File: src/rtl/wb_regbank_pkg.sv
// Shared constants, FSM state encoding and address helper for the Wishbone register bank.
package wb_regbank_pkg;

  localparam int unsigned DefDw         = 32;
  localparam int unsigned DefAw         = 32;
  localparam int unsigned DefNumRw      = 16;
  localparam int unsigned DefNumRo      = 4;
  localparam int unsigned DefWaitStates = 0;

  typedef logic [1:0] state_t;

  localparam state_t StIdle = 2'd0;
  localparam state_t StWait = 2'd1;
  localparam state_t StResp = 2'd2;

  // Number of low address bits that select a byte within one data word.
  function automatic int unsigned byte_off_bits(input int unsigned dw);
    return (dw > 8) ? $clog2(dw / 8) : 0;
  endfunction

endpackage

File: src/rtl/wb_regbank_decode.sv
// Combinational byte-address to register-index decode and region classification.
module wb_regbank_decode
  import wb_regbank_pkg::*;
#(
  parameter int unsigned   DW        = DefDw,
  parameter int unsigned   AW        = DefAw,
  parameter int unsigned   NUM_RW    = DefNumRw,
  parameter int unsigned   NUM_RO    = DefNumRo,
  parameter logic [AW-1:0] BASE_ADDR = '0,
  parameter int unsigned   IW        = 4,
  parameter int unsigned   RIW       = 2
) (
  input  logic [AW-1:0]  adr_i,
  output logic           is_rw_o,
  output logic           is_ro_o,
  output logic [IW-1:0]  rw_idx_o,
  output logic [RIW-1:0] ro_idx_o
);

  localparam int unsigned Ob = byte_off_bits(DW);

  logic [AW-1:0] off;
  logic [AW-1:0] idx;
  logic          below;

  always_comb begin
    below    = (adr_i < BASE_ADDR);
    off      = adr_i - BASE_ADDR;
    idx      = off >> Ob;
    is_rw_o  = !below && (idx < AW'(NUM_RW));
    is_ro_o  = !below && (idx >= AW'(NUM_RW)) && (idx < AW'(NUM_RW + NUM_RO));
    rw_idx_o = IW'(idx);
    ro_idx_o = RIW'(idx - AW'(NUM_RW));
  end

endmodule

File: src/rtl/wb_regbank_slave.sv
// Wishbone slave exposing RW control registers and RO status words with optional wait states.
module wb_regbank_slave
  import wb_regbank_pkg::*;
#(
  parameter int unsigned   DW          = DefDw,
  parameter int unsigned   AW          = DefAw,
  parameter int unsigned   NUM_RW      = DefNumRw,
  parameter int unsigned   NUM_RO      = DefNumRo,
  parameter int unsigned   WAIT_STATES = DefWaitStates,
  parameter logic [AW-1:0] BASE_ADDR   = '0
) (
  input  logic                                  wb_clk_i,
  input  logic                                  wb_rst_i,
  input  logic                                  wbs_cyc_i,
  input  logic                                  wbs_stb_i,
  input  logic                                  wbs_we_i,
  input  logic [DW/8-1:0]                       wbs_sel_i,
  input  logic [AW-1:0]                         wbs_adr_i,
  input  logic [DW-1:0]                         wbs_dat_i,
  output logic                                  wbs_ack_o,
  output logic                                  wbs_err_o,
  output logic [DW-1:0]                         wbs_dat_o,
  output logic                                  wbs_rdy_o,
  output logic [NUM_RW*DW-1:0]                  regs_o,
  output logic [NUM_RW-1:0]                     wr_pulse_o,
  input  logic [((NUM_RO > 0) ? NUM_RO : 1)*DW-1:0] status_i
);

  localparam int unsigned NB     = DW / 8;
  localparam int unsigned IW     = (NUM_RW > 1) ? $clog2(NUM_RW) : 1;
  localparam int unsigned RIW    = (NUM_RO > 1) ? $clog2(NUM_RO) : 1;
  localparam logic [3:0]  WsLast = (WAIT_STATES > 0) ? 4'(WAIT_STATES - 1) : 4'd0;

  state_t          state_q, state_d;
  logic [3:0]      cnt_q, cnt_d;
  logic [AW-1:0]   adr_q, adr_d;
  logic            we_q, we_d;
  logic [NB-1:0]   sel_q, sel_d;
  logic [DW-1:0]   wdat_q, wdat_d;
  logic [DW-1:0]   regs_q [NUM_RW];
  logic [DW-1:0]   regs_d [NUM_RW];
  logic            ack_q, ack_d;
  logic            err_q, err_d;
  logic [DW-1:0]   rdat_q, rdat_d;
  logic [NUM_RW-1:0] pulse_q, pulse_d;

  logic            req;
  logic            go_resp;
  logic [AW-1:0]   cur_adr;
  logic            cur_we;
  logic [NB-1:0]   cur_sel;
  logic [DW-1:0]   cur_dat;
  logic            is_rw;
  logic            is_ro;
  logic [IW-1:0]   rw_idx;
  logic [RIW-1:0]  ro_idx;
  logic [DW-1:0]   merged;

  assign req = wbs_cyc_i & wbs_stb_i;

  // In IDLE the live bus is decoded so a zero-wait response costs no extra cycle.
  always_comb begin
    if (state_q == StIdle) begin
      cur_adr = wbs_adr_i;
      cur_we  = wbs_we_i;
      cur_sel = wbs_sel_i;
      cur_dat = wbs_dat_i;
    end else begin
      cur_adr = adr_q;
      cur_we  = we_q;
      cur_sel = sel_q;
      cur_dat = wdat_q;
    end
  end

  wb_regbank_decode #(
    .DW        (DW),
    .AW        (AW),
    .NUM_RW    (NUM_RW),
    .NUM_RO    (NUM_RO),
    .BASE_ADDR (BASE_ADDR),
    .IW        (IW),
    .RIW       (RIW)
  ) u_decode (
    .adr_i    (cur_adr),
    .is_rw_o  (is_rw),
    .is_ro_o  (is_ro),
    .rw_idx_o (rw_idx),
    .ro_idx_o (ro_idx)
  );

  always_comb begin
    state_d = state_q;
    cnt_d   = cnt_q;
    go_resp = 1'b0;
    adr_d   = adr_q;
    we_d    = we_q;
    sel_d   = sel_q;
    wdat_d  = wdat_q;
    case (state_q)
      StIdle: begin
        if (req) begin
          adr_d  = wbs_adr_i;
          we_d   = wbs_we_i;
          sel_d  = wbs_sel_i;
          wdat_d = wbs_dat_i;
          cnt_d  = '0;
          if (WAIT_STATES == 0) begin
            state_d = StResp;
            go_resp = 1'b1;
          end else begin
            state_d = StWait;
          end
        end
      end
      StWait: begin
        if (!wbs_cyc_i) begin
          state_d = StIdle;
          cnt_d   = '0;
        end else if (cnt_q == WsLast) begin
          state_d = StResp;
          go_resp = 1'b1;
          cnt_d   = '0;
        end else begin
          cnt_d = cnt_q + 4'd1;
        end
      end
      StResp:  state_d = StIdle;
      default: state_d = StIdle;
    endcase
  end

  always_comb begin
    merged = regs_q[rw_idx];
    for (int b = 0; b < NB; b++) begin
      if (cur_sel[b]) merged[b*8 +: 8] = cur_dat[b*8 +: 8];
    end
  end

  // Writes, read data and the response strobe all resolve on the edge entering RESP.
  always_comb begin
    regs_d  = regs_q;
    ack_d   = 1'b0;
    err_d   = 1'b0;
    pulse_d = '0;
    rdat_d  = rdat_q;
    if (go_resp) begin
      if (is_rw) begin
        ack_d = 1'b1;
        if (cur_we) begin
          regs_d[rw_idx]  = merged;
          pulse_d[rw_idx] = 1'b1;
        end else begin
          rdat_d = regs_q[rw_idx];
        end
      end else if (is_ro && !cur_we) begin
        ack_d  = 1'b1;
        rdat_d = status_i[ro_idx*DW +: DW];
      end else begin
        err_d = 1'b1;
        if (!cur_we) rdat_d = '0;
      end
    end
  end

  always_ff @(posedge wb_clk_i or negedge wb_rst_i) begin
    if (!wb_rst_i) begin
      state_q <= StIdle;
      cnt_q   <= '0;
      adr_q   <= '0;
      we_q    <= 1'b0;
      sel_q   <= '0;
      wdat_q  <= '0;
      ack_q   <= 1'b0;
      err_q   <= 1'b0;
      rdat_q  <= '0;
      pulse_q <= '0;
      for (int k = 0; k < NUM_RW; k++) regs_q[k] <= '0;
    end else begin
      state_q <= state_d;
      cnt_q   <= cnt_d;
      adr_q   <= adr_d;
      we_q    <= we_d;
      sel_q   <= sel_d;
      wdat_q  <= wdat_d;
      ack_q   <= ack_d;
      err_q   <= err_d;
      rdat_q  <= rdat_d;
      pulse_q <= pulse_d;
      regs_q  <= regs_d;
    end
  end

  for (genvar k = 0; k < NUM_RW; k++) begin : g_regs_out
    assign regs_o[k*DW +: DW] = regs_q[k];
  end

  assign wbs_ack_o  = ack_q;
  assign wbs_err_o  = err_q;
  assign wbs_dat_o  = rdat_q;
  assign wbs_rdy_o  = (state_q == StIdle);
  assign wr_pulse_o = pulse_q;

endmodule

File: config.mk
export PLATFORM = sky130hd
export DESIGN_NAME = wb_regbank_slave
export DESIGN_NICKNAME = d
export VERILOG_FILES = /design/src/rtl/wb_regbank_pkg.sv /design/src/rtl/wb_regbank_decode.sv /design/src/rtl/wb_regbank_slave.sv
export SDC_FILE = /design/constraint.sdc
export NUM_CORES = 1
export LEC_CHECK = 0
export CAP_MARGIN = 20
export CORE_AREA = 2 2 295 297
export CTS_CLUSTER_DIAMETER = 30
export DETAILED_ROUTE_END_ITERATION = 16
export DIE_AREA = 0 0 297 299
export PLACE_DENSITY = 0.68
export SETUP_SLACK_MARGIN = 0.15
export SKIP_CTS_REPAIR_TIMING = 1
export SYNTH_ARGS = -nofsm -noshare
export SYNTH_HDL_FRONTEND = slang
export SYNTH_SLANG_ARGS = --single-unit
File: constraint.sdc
create_clock -name wb_clk_i -period 2.72 [get_ports wb_clk_i]
set_input_delay 0.544 -clock wb_clk_i [delete_from_list [all_inputs] [get_ports wb_clk_i]]
set_output_delay 0.544 -clock wb_clk_i [all_outputs]
set_load 0.005 [all_outputs]
==> flow_summary.yaml <==
pwr:
  peakVddDrop_uv: 582.3
  power_leakage_uw: 0.01960
  p_per_area_nw_per_um2: 688.4
  power.total_uw: 32710
worst_setup_path:
  start_kind: "flip-flop"
  cp_max_fo: 20
  critical_path_arrival_ns: 3.60
  worstSetupPathType: "flip-flop to flip-flop"
  critPathRequiredTime_ns: 3.32
  worst_setup_path_end_kind: "flip-flop"
detailed_routing:
  wl_per_cell_um: 27.98
  vias: 31030
  drt_first_pass_iters: 6
  via_per_inst: 5.750
  drt_iter0_drc: 3361
  wl_um: 151000
  ant_nets: 0
  drc: 0
synth:
  synth_nets: 3347
  async_flop_share_pct: 100.0
  yosys.area_share.adder_pct: 0
  synth_cell_types: 45
  yosysMostFrequentCell: "nand2_1"
  ys.flop_type: "dfrtp_1"
  ys_seq_area_share_pct: 54.02
  ys_seq_elements: 630
  synth-warning-count: 0
  synthMuxAreaShare_pct: 6.444
  synth_area_per_cell_um2: 9.276
  yosys.area_share.simple_pct: 19.76
  synth_area_um2: 29180
  synth_compound_area_share_pct: 15.14
  netlist.area_leader.share_pct: 54.02
  synth_top_family_by_area: "simple AND/OR/NAND/NOR gates"
  yosys-top-cells-area: "dfrtp_1 (54%), nand2_1 (10%), o21ai_0 (8.3%)"
  yosysTopAreaCell: "dfrtp_1"
  synth-xor-area-share_pct: 0
  netlist_instances: 3146
  synth_commonest_cells: "nand2_1 (787), dfrtp_1 (630), o21ai_0 (484)"
  synth_edf_count: 0
sta:
  setup_viol: 522
  fin_skew_ns: 0.04151
  tns_ns: -69.77
  fin_crit_ns: 3.005
  max_freq_ghz: 0.3327
  slew_viol_final: 0
  fin_ws_ns: -0.2855
  hold_viol: 0
  slew_headroom_pct: 48.34
  rsz0062_at_grt: "yes"
  fin_crit_sh_pct: 110.5
  worst_pin_slew_ns: 0.7748
finish:
  drive_gt1_share_pct: 19.16
  n_fill_cell: 7272
  post-route-util_pct: 55.29
  nets: 4309
  final_cell_count_no_fill: 5396
  regArea_um2: 15770
  syn2layout_area_growth_pct: 62.83
  multi_input_area_um2: 12800
global_routing:
  grt_max_degree: 83
  grt_pass1_vias: 29730
  antenna_found_initial: 4
  grt-ovfl-total: 0
  grt_pass1_wl_um: 211800
  grt_use_total_pct: 32.42
placement:
  place_inst: 5075
  portBuffers: 761
  place_congestion: 0.9970
  dp_hpwl_um: 107200
die:
  rows: 108
  dieHeight_um: 299
  core-area_um2: 85940
  io_pins: 764
  initial_utilization_pct: 33.95
  die_w_um: 297
  die-area_um2: 88800
clock_network:
  clock_latency_ns: 0.75
  cts-buffers-inserted: 153
  clk_pin_slew_ns: 0.05
  root_buffer: "clkbuf_16"
  cts_tree: "yes"
  cts_buffer_depth: 3
  cts_max_level: 4
  cts.sinks: 630
worst_hold_path:
  hp-class: "primary input to asynchronous set/reset pin"
status:
  violations: "negative setup slack"
  status: "complete, but fails checks"
job:
  maxCapViolations: 0
-- cell families after synthesis --
| logic type | after synthesis |
|---|---|
| and+or+nand+nor | 1325 |
| AOI/OAI and AO/OA | 753 |
| DFF | 630 |
| buffers and inverters | 316 |
| muxes | 122 |
-- through the flow --
step | area (µm²) | setup WS (ns) | hold slack [ns]
2_1_floorplan | 29190 | 0.1632 | 0.2484
3_3_place_gp | 40720 | -0.8102 | 0.4510
3_5_place_dp | 40720 | -0.8894 | 0.4573
4_1_cts | 46390 | -0.4041 | -0.2453
5_1_grt | 47510 | -0.2978 | 0.3637
6_report | 47520 | -0.2855 | 0.3677
-- metal layers --
metal | part of all wire [%] | vias up | track usage (%)
li1 | - | 13130 | -
met1 | 41 | 15330 | 43.52
met2 | 43 | 2139 | 47.30
met3 | 11 | 424 | 10.59
met4 | 5.3 | 4 | 15.42
met5 | 0.017 | - | 0
-- worst max-delay path, cell delays in order, from the launching register on --
cell and delay [ns]:
dfrtp_4 0.52, buf_6 0.14, mux2i_4 0.24, buf_12 0.20, buf_12 0.17, nand3_1 0.09, a41oi_1 0.26, buf_4 0.23
or4_4 0.48, o21ai_4 0.19, buf_12 0.17, o21ai_0 0.12
-- layout by cell type (no fill, tap or decap), types with 17 or more instances in the layout --
master / Yosys / final
a21oi_1: 57 / 57
a41oi_1: 108 / 78
a41oi_2: 0 / 29
buf_12: 0 / 102
buf_4: 13 / 217
bufinv_16: 0 / 25
clkbuf_16: 0 / 166
clkbuf_8: 0 / 25
clkdlybuf4s50_1: 0 / 760
clkinv_2: 0 / 27
clkinvlp_4: 0 / 17
dfrtp_1: 630 / 629
mux2i_1: 63 / 61
mux4_2: 52 / 52
nand2_1: 787 / 784
nand3_1: 442 / 429
nand4_1: 17 / 17
o21ai_0: 484 / 433
o21ai_1: 29 / 64
o21ai_2: 31 / 29
o21ai_4: 1 / 19
or4_4: 2 / 25
-- worst paths after layout --
kind | startpoint | slack, ns | cells after the start | to
setup / recovery | state_q[1] | -0.29 | 11 | regs_o[72]
hold / removal | wb_rst_i | 0.37 | 2 | wbs_dat_o[20]
setup reg to reg | state_q[1] | -0.29 | 11 | regs_o[72]
hold reg to reg | wdat_q[14] | 0.47 | 2 | wdat_q[14]
max in group asynchronous | wb_rst_i | 1.35 | 3 | regs_o[171]
min in group wb_clk_i | wbs_dat_i[2] | 0.37 | 3 | wdat_q[2]
-- flip-flops by register name, indices dropped and copies added, names as in the netlist --
name / flops
wr_pulse_o: 16
state_q: 1
we_q: 1
regs_o: 512
sel_q: 4
wbs_ack_o: 1
wbs_err_o: 1
wdat_q: 32
adr_q: 30
wbs_dat_o: 32
-- area by class of cell --
cell class              instances  share of cell area [%]
diodes                          4                 0.02107
clock buffers                 192                   9.027
clock inverters                92                   2.907
inverters                      18                  0.1422
multi-input cells            2200                   26.94
flip-flops and latches        630                   33.19
well taps                    1155                   3.041
repair buffers               1105                   24.74
-- where the power goes --
group / internal, µW / leakage, µW / switching (µW)
combinational: 1340 / 0.00816 / 1850
clock: 13600 / 0.00274 / 6260
sequential: 9550 / 0.00870 / 94.4
No activity file was read; power rests on OpenSTA's default activity.
